--- config.mk ---
export PLATFORM = sky130hd
export DESIGN_NAME = i2c_scl_master_generator
export DESIGN_NICKNAME = d
export VERILOG_FILES = /design/src/rtl/i2c_scl_master_generator_pkg.sv /design/src/rtl/i2c_scl_master_generator_bit_synchronizer.sv /design/src/rtl/i2c_scl_master_generator.sv
export SDC_FILE = /design/constraint.sdc
export NUM_CORES = 1
export LEC_CHECK = 0
export ABC_CLOCK_PERIOD_IN_PS = 11100
export CAP_MARGIN = 20
export CELL_PAD_IN_SITES_DETAIL_PLACEMENT = 0
export CELL_PAD_IN_SITES_GLOBAL_PLACEMENT = 1
export CORE_MARGIN = 10
export CORE_UTILIZATION = 30
export DETAILED_ROUTE_END_ITERATION = 8
export HOLD_SLACK_MARGIN = 0.08
export PLACE_DENSITY_LB_ADDON = 0.1
export SKIP_LAST_GASP = 1
export SYNTH_ARGS = -nofsm -noshare
export SYNTH_HDL_FRONTEND = slang
export SYNTH_SLANG_ARGS = --single-unit
--- constraint.sdc ---
create_clock -name Clk_In -period 11.1 [get_ports Clk_In]
set_input_delay 1.665 -clock Clk_In [delete_from_list [all_inputs] [get_ports Clk_In]]
set_output_delay 1.665 -clock Clk_In [all_outputs]
set_load 0.02 [all_outputs]
--- src/rtl/i2c_scl_master_generator_pkg.sv ---
// i2c_pkg: speed-mode codes, SCL generator state encoding, bus frequencies and phase-length helpers.
package i2c_pkg;

    typedef enum logic [1:0] {
        SM  = 2'd0,
        FM  = 2'd1,
        FMP = 2'd2,
        HS  = 2'd3
    } speed_e;

    typedef enum logic [1:0] {
        IDLE      = 2'd0,
        LOW       = 2'd1,
        HIGH_WAIT = 2'd2,
        HIGH      = 2'd3
    } state_e;

    localparam int F_SM  = 100_000;
    localparam int F_FM  = 400_000;
    localparam int F_FMP = 1_000_000;
    localparam int F_HS  = 3_400_000;

    // Codes with bit 2 set are not defined and fall back to Fast mode.
    function automatic speed_e decode_speed(input logic [2:0] code);
        return code[2] ? FM : speed_e'(code[1:0]);
    endfunction

    // Standard mode is symmetric; the faster modes use a 2:1 low/high split.
    function automatic int low_cycles(input int sys_clock, input int f, input logic half);
        return half ? (sys_clock / f) / 2 : (2 * (sys_clock / f)) / 3;
    endfunction

endpackage

--- src/rtl/i2c_scl_master_generator_bit_synchronizer.sv ---
// i2c_bit_synchronizer: multi-stage flip-flop synchroniser for the SCL pad readback, idling high.
module i2c_bit_synchronizer #(
    parameter int STAGES = 2
) (
    input  logic Clk_In,
    input  logic Reset_N_In,
    input  logic D_In,
    output logic Q_Out
);

    logic [STAGES-1:0] sync_q;
    logic [STAGES-1:0] sync_d;

    if (STAGES < 2) begin : g_stage_err
        $error("i2c_bit_synchronizer: STAGES must be at least 2");
    end

    // Shift the pad value one stage deeper each cycle.
    always_comb sync_d = {sync_q[STAGES-2:0], D_In};

    // Chain resets to 1 so a released bus reads high straight out of reset.
    always_ff @(posedge Clk_In or negedge Reset_N_In) begin
        if (!Reset_N_In) sync_q <= '1;
        else             sync_q <= sync_d;
    end

    assign Q_Out = sync_q[STAGES-1];

endmodule

--- src/rtl/i2c_scl_master_generator.sv ---
// i2c_scl_master_generator: I2C master SCL generator with per-mode low/high phases, stretch detection
// and phase strobes. Optional stretch timeout is enabled by defining I2C_SCL_STRETCH_TIMEOUT_EN.
module i2c_scl_master_generator
    import i2c_pkg::*;
#(
    parameter int SYS_CLOCK      = 100_000_000,
    parameter int CNT_W          = 16,
    parameter int SYNC_STAGES    = 2,
    parameter int TIMEOUT_CYCLES = 2_500_000
) (
    input  logic       Clk_In,
    input  logic       Reset_N_In,
    input  logic       Enable_In,
    input  logic [2:0] Speed_Mode_In,
    input  logic       Scl_In,
    output logic       Scl_Oe_Out,
    output logic       Scl_Fall_Strobe_Out,
    output logic       Change_Strobe_Out,
    output logic       Scl_Rise_Strobe_Out,
    output logic       Sample_Strobe_Out,
    output logic       Busy_Out,
    output logic       Stretch_Out,
    output logic       Timeout_Out
);

    localparam int LOW_SM   = low_cycles(SYS_CLOCK, F_SM, 1'b1);
    localparam int LOW_FM   = low_cycles(SYS_CLOCK, F_FM, 1'b0);
    localparam int LOW_FMP  = low_cycles(SYS_CLOCK, F_FMP, 1'b0);
    localparam int LOW_HS   = low_cycles(SYS_CLOCK, F_HS, 1'b0);
    localparam int HIGH_SM  = SYS_CLOCK / F_SM - LOW_SM;
    localparam int HIGH_FM  = SYS_CLOCK / F_FM - LOW_FM;
    localparam int HIGH_FMP = SYS_CLOCK / F_FMP - LOW_FMP;
    localparam int HIGH_HS  = SYS_CLOCK / F_HS - LOW_HS;
    localparam int MAX_CNT  = (1 << CNT_W) - 1;
    // The high counter restarts at the number of cycles already spent released
    // in a non-stretched period: synchroniser depth plus the registered state change.
    localparam int RISE_LOAD = SYNC_STAGES + 1;

    if (LOW_SM > MAX_CNT || HIGH_SM > MAX_CNT || LOW_FM > MAX_CNT || HIGH_FM > MAX_CNT ||
        LOW_FMP > MAX_CNT || HIGH_FMP > MAX_CNT || LOW_HS > MAX_CNT || HIGH_HS > MAX_CNT) begin : g_cnt_err
        $error("i2c_scl_master_generator: phase count exceeds CNT_W range");
    end
    if (HIGH_SM < SYNC_STAGES + 3 || HIGH_FM < SYNC_STAGES + 3 ||
        HIGH_FMP < SYNC_STAGES + 3 || HIGH_HS < SYNC_STAGES + 3) begin : g_high_err
        $error("i2c_scl_master_generator: high phase too short for the SCL synchroniser");
    end
    if (TIMEOUT_CYCLES < 2) begin : g_tmo_err
        $error("i2c_scl_master_generator: TIMEOUT_CYCLES must be at least 2");
    end

    function automatic logic [CNT_W-1:0] low_of(input speed_e m);
        return (m == SM)  ? CNT_W'(LOW_SM)  :
               (m == FMP) ? CNT_W'(LOW_FMP) :
               (m == HS)  ? CNT_W'(LOW_HS)  : CNT_W'(LOW_FM);
    endfunction

    function automatic logic [CNT_W-1:0] high_of(input speed_e m);
        return (m == SM)  ? CNT_W'(HIGH_SM)  :
               (m == FMP) ? CNT_W'(HIGH_FMP) :
               (m == HS)  ? CNT_W'(HIGH_HS)  : CNT_W'(HIGH_FM);
    endfunction

    logic scl_sync;

    i2c_bit_synchronizer #(.STAGES(SYNC_STAGES)) u_sync (
        .Clk_In     (Clk_In),
        .Reset_N_In (Reset_N_In),
        .D_In       (Scl_In),
        .Q_Out      (scl_sync)
    );

    state_e           state_q, state_d;
    speed_e           mode_q, mode_d;
    logic [CNT_W-1:0] cnt_q, cnt_d;
    logic             oe_q, oe_d;
    logic             fall_q, fall_d;
    logic             chg_q, chg_d;
    logic             rise_q, rise_d;
    logic             smp_q, smp_d;
    logic             busy_q, busy_d;
    logic             str_q, str_d;
`ifdef I2C_SCL_STRETCH_TIMEOUT_EN
    localparam int TW = $clog2(TIMEOUT_CYCLES);
    logic [TW-1:0] tcnt_q, tcnt_d;
    logic          tmo_q, tmo_d;
`endif

    // Next-state, counter and strobe computation; strobes follow the next state so they register in phase.
    always_comb begin
        state_d = state_q;
        mode_d  = mode_q;
        cnt_d   = cnt_q;
        oe_d    = oe_q;
        fall_d  = 1'b0;
        rise_d  = 1'b0;
`ifdef I2C_SCL_STRETCH_TIMEOUT_EN
        tmo_d   = tmo_q;
        tcnt_d  = (state_q == HIGH_WAIT) ? tcnt_q + TW'(1) : '0;
`endif
        case (state_q)
            IDLE: begin
                if (Enable_In) begin
                    state_d = LOW;
                    mode_d  = decode_speed(Speed_Mode_In);
                    cnt_d   = '0;
                    oe_d    = 1'b1;
                    fall_d  = 1'b1;
`ifdef I2C_SCL_STRETCH_TIMEOUT_EN
                    tmo_d   = 1'b0;
`endif
                end
            end
            LOW: begin
                cnt_d = cnt_q + CNT_W'(1);
                if (cnt_q == low_of(mode_q) - CNT_W'(1)) begin
                    state_d = HIGH_WAIT;
                    cnt_d   = '0;
                    oe_d    = 1'b0;
                end
            end
            HIGH_WAIT: begin
                if (scl_sync) begin
                    state_d = HIGH;
                    cnt_d   = CNT_W'(RISE_LOAD);
                    rise_d  = 1'b1;
                end
`ifdef I2C_SCL_STRETCH_TIMEOUT_EN
                else if (tcnt_q == TW'(TIMEOUT_CYCLES - 1)) begin
                    state_d = IDLE;
                    tmo_d   = 1'b1;
                end
`endif
            end
            HIGH: begin
                cnt_d = cnt_q + CNT_W'(1);
                if (cnt_q == high_of(mode_q) - CNT_W'(1)) begin
                    cnt_d   = '0;
                    state_d = Enable_In ? LOW : IDLE;
                    if (Enable_In) begin
                        mode_d = decode_speed(Speed_Mode_In);
                        oe_d   = 1'b1;
                        fall_d = 1'b1;
                    end
                end
            end
        endcase
        chg_d  = (state_d == LOW) && (cnt_d == (low_of(mode_d) >> 1));
        smp_d  = (state_d == HIGH) && (cnt_d == (high_of(mode_d) >> 1));
        busy_d = (state_d != IDLE);
        str_d  = (state_d == HIGH_WAIT);
    end

    // State and registered outputs; reset releases SCL and clears every strobe at once.
    always_ff @(posedge Clk_In or negedge Reset_N_In) begin
        if (!Reset_N_In) begin
            state_q <= IDLE;
            mode_q  <= FM;
            cnt_q   <= '0;
            oe_q    <= 1'b0;
            fall_q  <= 1'b0;
            chg_q   <= 1'b0;
            rise_q  <= 1'b0;
            smp_q   <= 1'b0;
            busy_q  <= 1'b0;
            str_q   <= 1'b0;
`ifdef I2C_SCL_STRETCH_TIMEOUT_EN
            tcnt_q  <= '0;
            tmo_q   <= 1'b0;
`endif
        end else begin
            state_q <= state_d;
            mode_q  <= mode_d;
            cnt_q   <= cnt_d;
            oe_q    <= oe_d;
            fall_q  <= fall_d;
            chg_q   <= chg_d;
            rise_q  <= rise_d;
            smp_q   <= smp_d;
            busy_q  <= busy_d;
            str_q   <= str_d;
`ifdef I2C_SCL_STRETCH_TIMEOUT_EN
            tcnt_q  <= tcnt_d;
            tmo_q   <= tmo_d;
`endif
        end
    end

    assign Scl_Oe_Out          = oe_q;
    assign Scl_Fall_Strobe_Out = fall_q;
    assign Change_Strobe_Out   = chg_q;
    assign Scl_Rise_Strobe_Out = rise_q;
    assign Sample_Strobe_Out   = smp_q;
    assign Busy_Out            = busy_q;
    assign Stretch_Out         = str_q;
`ifdef I2C_SCL_STRETCH_TIMEOUT_EN
    assign Timeout_Out         = tmo_q;
`else
    assign Timeout_Out         = 1'b0;
`endif

endmodule

==> results of run 1 <==
==> final timing paths <==
kind / start / slack [ns] / end / depth (start not counted)
max: mode_q[0]$_DFF_PN1_ / 6.34 / Sample_Strobe_Out$_DFF_PN0_ / 13
min: u_sync.sync_q[0]$_DFF_PN1_ / 0.36 / u_sync.sync_q[1]$_DFF_PN1_ / 0
max reg2reg: mode_q[0]$_DFF_PN1_ / 6.34 / Sample_Strobe_Out$_DFF_PN0_ / 13
min reg2reg: u_sync.sync_q[0]$_DFF_PN1_ / 0.36 / u_sync.sync_q[1]$_DFF_PN1_ / 0
max in group asynchronous: Reset_N_In / 9.00 / u_sync.sync_q[0]$_DFF_PN1_ / 2
min in group asynchronous: Reset_N_In / 1.78 / Stretch_Out$_DFF_PN0_ / 2
==> cells in the mapped netlist (2+ instances only) <==
library cell	number	share of area, %
o22ai_1	6	1.6
o211ai_1	2	0.65
a21oi_1	18	3.9
ha_1	18	9.7
xor2_1	7	2.6
nor4_1	3	0.81
and3_1	7	1.9
a221oi_1	2	0.76
nand4_1	4	1.1
nor3_1	5	1.1
a21o_1	4	1.3
o21ai_0	12	2.6
a22oi_1	2	0.65
a211oi_1	3	0.97
a31oi_1	2	0.54
nor2_1	19	3.1
inv_1	21	3.4
a2111oi_0	4	1.5
a41oi_1	2	0.76
a211o_1	2	0.76
a221o_1	2	0.86
or2_2	4	1.1
dfstp_2	3	3.4
xnor2_1	7	2.6
or3_1	2	0.54
nand2_1	30	4.9
nand2b_1	2	0.54
and2_1	6	1.6
nor2b_1	4	1.1
dfrtp_1	26	28
or4_1	3	0.97
nor4b_1	2	0.76
nand3_1	9	1.9
clkbuf_1	8	1.3
o31ai_1	2	0.65
==> state kept, by name (all words and copies together), names as in the netlist <==
register             count
cnt_q                   16
mode_q                   2
state_q                  2
u_sync.sync_q            2
Busy_Out                 1
Change_Strobe_Out        1
Sample_Strobe_Out        1
Scl_Fall_Strobe_Out      1
Scl_Oe_Out               1
Scl_Rise_Strobe_Out      1
Stretch_Out              1
==> kinds of logic (layout without fill, tap and decap cells) <==
group,after synthesis,after routing,share of synthesized area (%)
buf+inv,33,44,5.89
simple gates,105,105,23.2
fa+ha+maj,18,18,9.72
flops,29,29,31.5
xor+xnor,14,14,5.29
compound gates,77,77,24.2
other cells,1,1,0.162
==> power by group <==
| part | internal, mW | switching (mW) | total (mW) |
|---|---|---|---|
| clock network | 0.0732 | 0.0452 | 0.118 |
| registers | 0.120 | 0.0176 | 0.137 |
| logic | 0.0828 | 0.147 | 0.230 |
| total | 0.276 | 0.210 | 0.486 |
==> final cells by class <==
cell class / instances / area, sq um / area share, %
Multi-Input combinational cell: 215 / 1450 / 54.9
Sequential cell: 29 / 729 / 27.6
Timing Repair Buffer: 15 / 145 / 5.49
Tap cell: 99 / 124 / 4.69
Clock buffer: 7 / 86.3 / 3.27
Inverter: 21 / 78.8 / 2.98
Clock inverter: 1 / 30.0 / 1.14
==> routing by layer <==
| layer | GRT usage (%) | routed length [um] | vias to the layer above |
|---|---|---|---|
| met1 | 17.0 | 3390 | 1007 |
| met2 | 18.5 | 3140 | 47 |
| met4 | 4.10 | 122 | 0 |
| li1 | - | - | 1014 |
| met3 | 2.22 | 294 | 10 |
| met5 | 0 | 0 | - |
==> run metrics, run 1 <==
Tmin final 4.76 ns; Buf/Inv on CP 2; Yosys Warn Count 0; Slew headroom 58.1%; core area 0.00737 sq mm; Setup crit end kind flop; setup bufs post-CTS 0; Top delay family on crit path compound AO/OA/AOI/OAI gates; worst path cell trace inv_1 > ha_1 > or4_4 > a2111o_1 > o21ai_2 > a31oi_1 > a21oi_1 > inv_1 > ha_1 > or2_2 > or4_1 > a211o_1 > a2111oi_4; Finished Core Util 35.9%; critical path class flop to flop; Final Hold Vio Count 0; Detailed Route Iter0 Violations 113; post-synthesis register bit count 29; commonest non-fill, non-tap cell in the layout nand2_1; Netlist cell types 59; nets@finish 312; Clock Sinks 29; Cells after Synth 277; fin cells 387; port bufs 13; RSZ-0062 raised after global routing false; clk buf depth 2; outcome complete, no violations; RePlAce Congestion 0.783; CP Max Fanout 8; TritonCTS Buffers 5; DPL Wire Length about 5.3 mm; most frequent cells in the layout 30 x nand2_1, 26 x dfrtp_1, 21 x inv_1, 19 x nor2_1; global-route wire length before repair 11.3 mm; clk root buf clkbuf_8; GRT Resource Usage Total approximately 12%; ys flop type dfrtp_1; Avg WL per Cell 17.9 um; share of post-route cells with drive strength above 1 8.68%; worst hold slack 0.356 ns; Die Wd 108 um; hold crit path type flop to flop; Syn-to-layout area delta 14.2%; Hold Buf Count CTS 0; largest net degree at the start of global routing 30; number of global-route vias before repair 2022; fmax roughly 0.21 GHz; antenna viol nets, final 0; Slowest-stage cell, CP dfstp_2; async set or reset register ratio after synthesis between 90% and 100%; Worst EP arrival 4.95 ns; number of synthesized flops with an enable pin 0; # IOs 15; worst path required time 11.29 ns; Routed WL 6.94 mm; Tcrit/Tclk final about 43%; DP Area 0.00253 sq mm; num rows 31; Final setup viols 0; Antenna Cells 0; Max Cap Viol 0; total gr overflow 0; post-CTS resize count 0; # DRC 0; fillers 792; drt pass-1 iters 4; Clock Pin Slew Worst Setup and Hold Paths 0.07 ns; CP startpoint kind flop; Peak VDD IR 0.0850 mV; Avg Inst Size Synth 8.36 sq um; worst skew pair latency 0.29 ns; die area 0.0116 sq mm; Pins Over Slew Limit 0; initial antenna violation count 0; clock skew 0.00912 ns; setup ws final 6.34 ns; Leak 1.18 nW; CTS HTree Levels 2; Via density 5.37; via count 2078; CP peak stage delay 0.66 ns; overall power 0.486 mW; die height between 100 and 150 um; Mapped Area 0.00232 sq mm; syn_nets approximately 300; TNS Setup 0 ns; Initial Utilization between 30% and 40%; pwr dens ~180 mW/mm^2; sequential share of the synthesized area 31.5%; Placed Cells 379; slew at the pin closest to its max-slew limit a little over 0.6 ns; CTS tree done; pre-CTS setup slack about 6 ns; post-route cell area about 0.0026 sq mm
Note: power is estimated with default switching activity, not from simulation.
==> run 2: changes to the inputs <==
--- a/config.mk
+++ b/config.mk
@@ -5,7 +5,7 @@
 export SDC_FILE = /design/constraint.sdc
 export NUM_CORES = 1
 export LEC_CHECK = 0
-export ABC_CLOCK_PERIOD_IN_PS = 11100
+export ABC_CLOCK_PERIOD_IN_PS = 3870
 export CAP_MARGIN = 20
 export CELL_PAD_IN_SITES_DETAIL_PLACEMENT = 0
 export CELL_PAD_IN_SITES_GLOBAL_PLACEMENT = 1
==> constraint.sdc (replaced) <==
create_clock -name Clk_In -period 3.87 [get_ports Clk_In]
set_input_delay 0.5805 -clock Clk_In [delete_from_list [all_inputs] [get_ports Clk_In]]
set_output_delay 0.5805 -clock Clk_In [all_outputs]
set_load 0.02 [all_outputs]
==> run 2 against run 1 <==
Against the previous run:
- core utilization up 9.4 points
- routed wire length up 8.6%
- first-iteration DRC count up 15%
- cell area up 26%
- combinational power rose to 4.5 times the previous value
- clock skew about the same
- via count up 12%
- non-clock buffer count up 63
- critical path type unchanged
- highest routed layer unchanged
==> run metrics, run 2 (synthesis results as in run 1) <==
largest net degree at the start of global routing 30; clk buf depth 2; Biggest register cnt_q; hold crit path type flop to flop; Placed Cells 430; Register-to-Register Path Depth 13; Final setup viols 0; CP Max Fanout 4; worst hold slack 0.361 ns; outcome complete, no violations; via count 2323; # IOs 15; die area 0.0116 sq mm; fillers roughly 750; max reg flops 16; terminus of the critical flop-to-flop path Sample_Strobe_Out$_DFF_PN0_; crit path from mode_q[0]$_DFF_PN1_; share of post-route cells with drive strength above 1 34.2%; CTS tree done; Worst EP arrival ~4.0 ns; Via density 5.16; Routed WL about 7.5 mm; Initial Utilization 31.4%; overall power 1.69 mW; Tmin final 3.85 ns; clock skew 0.00892 ns; port bufs 13; worst skew pair latency 0.29 ns; fin cells between 400 and 500; Finished Core Util 45.3%; Clock Sinks 29; Die Wd about 110 um; global-route wire length before repair 12.1 mm; most frequent cells in the layout 63 x buf_4, 29 x nand2_1, 26 x dfrtp_1, 17 x inv_1; post-route cell area 0.00334 sq mm; core area 0.00737 sq mm; GRT Resource Usage Total 13.3%; total gr overflow 0; Slowest-stage cell, CP dfstp_2; Peak VDD IR 0.263 mV; drt pass-1 iters 4; Syn-to-layout area delta 44.2%; commonest non-fill, non-tap cell in the layout buf_4; CP peak stage delay 0.55 ns; num rows 31; Setup crit end Sample_Strobe_Out$_DFF_PN0_; FF-to-FF setup slack 0.02 ns; worst path required time 4.05 ns; Pins Over Slew Limit 0; Antenna Cells 0; worst r2r src mode_q[0]$_DFF_PN1_; Slew headroom 59.1%; Setup crit end kind flop; Detailed Route Iter0 Violations 130; CTS HTree Levels 2; Tcrit/Tclk final between 90% and 100%; nets@finish 375; # DRC 0; Max Cap Viol 0; Clock Pin Slew Worst Setup and Hold Paths 0.07 ns; number of global-route vias before repair 2300; Leak about 1.5 nW; DPL Wire Length around 5.8 mm; pre-CTS setup slack -0.122 ns; Avg WL per Cell 16.8 um; Final Hold Vio Count 0; CP startpoint kind flop; antenna viol nets, final 0; RePlAce Congestion 0.790; initial antenna violation count 0; die height between 100 and 150 um; TritonCTS Buffers 5; TNS Setup 0 ns; DP Area 0.00297 sq mm; critical path class flop to flop; setup ws final around 0.019 ns; clk root buf clkbuf_8; RSZ-0062 raised after global routing true; pwr dens 506 mW/mm^2; slew at the pin closest to its max-slew limit 0.598 ns; worst path cell trace inv_4 > ha_4 > or4_4 > a2111o_1 > o21ai_4 > a31oi_4 > a21oi_4 > inv_2 > ha_4 > or2_4 > or4_4 > a211o_1 > a2111oi_4; fmax 0.260 GHz
==> run 2: final cells by class <==
type                    count  area, sq um  share of cell area (%)
multi-input cells         215         1690                    50.6
clock buffers               8         90.1                    2.70
flip-flops and latches     29          729                    21.8
repair buffers             78          626                    18.7
inverters                  21         81.3                    2.44
well taps                  99          124                    3.71
==> run 2: power by group <==
group / switching [mW] / total (mW) / internal [mW]
logic: 0.537 / 1.03 / 0.494
clock network: 0.125 / 0.270 / 0.145
registers: 0.0432 / 0.387 / 0.343
total: 0.706 / 1.69 / 0.983
==> run 2: critical path, delay by kind of cell (launching register included) <==
kind                       cells  cell delay [ns]
adders and majority gates      2             0.32
buffers and inverters          2             0.13
AOI/OAI and AO/OA              6             1.59
DFF                            1             0.55
and+or+nand+nor                3             1.16
==> run 2: worst min path at each step <==
stage	cells past startpoint	slack, ns	start	to
after CTS	0	0.37	u_sync.sync_q[0]$_DFF_PN1_	u_sync.sync_q[1]$_DFF_PN1_
final	0	0.36	u_sync.sync_q[0]$_DFF_PN1_	u_sync.sync_q[1]$_DFF_PN1_
after detailed placement	0	0.35	u_sync.sync_q[0]$_DFF_PN1_	u_sync.sync_q[1]$_DFF_PN1_
after floorplan	0	0.28	Reset_N_In	Busy_Out$_DFF_PN0_
after global routing	0	0.38	u_sync.sync_q[0]$_DFF_PN1_	u_sync.sync_q[1]$_DFF_PN1_
after global placement	0	0.35	u_sync.sync_q[0]$_DFF_PN1_	u_sync.sync_q[1]$_DFF_PN1_
==> run 2: routing by layer <==
metal / wire (um) / vias to the layer above / global-route usage [%]
met1: 3470 / 1117 / 17.5
li1: - / 1144 / -
met3: 393 / 11 / 2.22
met2: 3560 / 51 / 21.4
met5: 0 / - / 0
met4: 114 / 0 / 4.10
==> run 2: repair_timing <==
item	in CTS	in global routing
setup endpoints to repair	2	2
pin swaps	4	23
hold buffers	0	0
cloned	0	0
buffers inserted	1	11
gates resized for setup	4	38
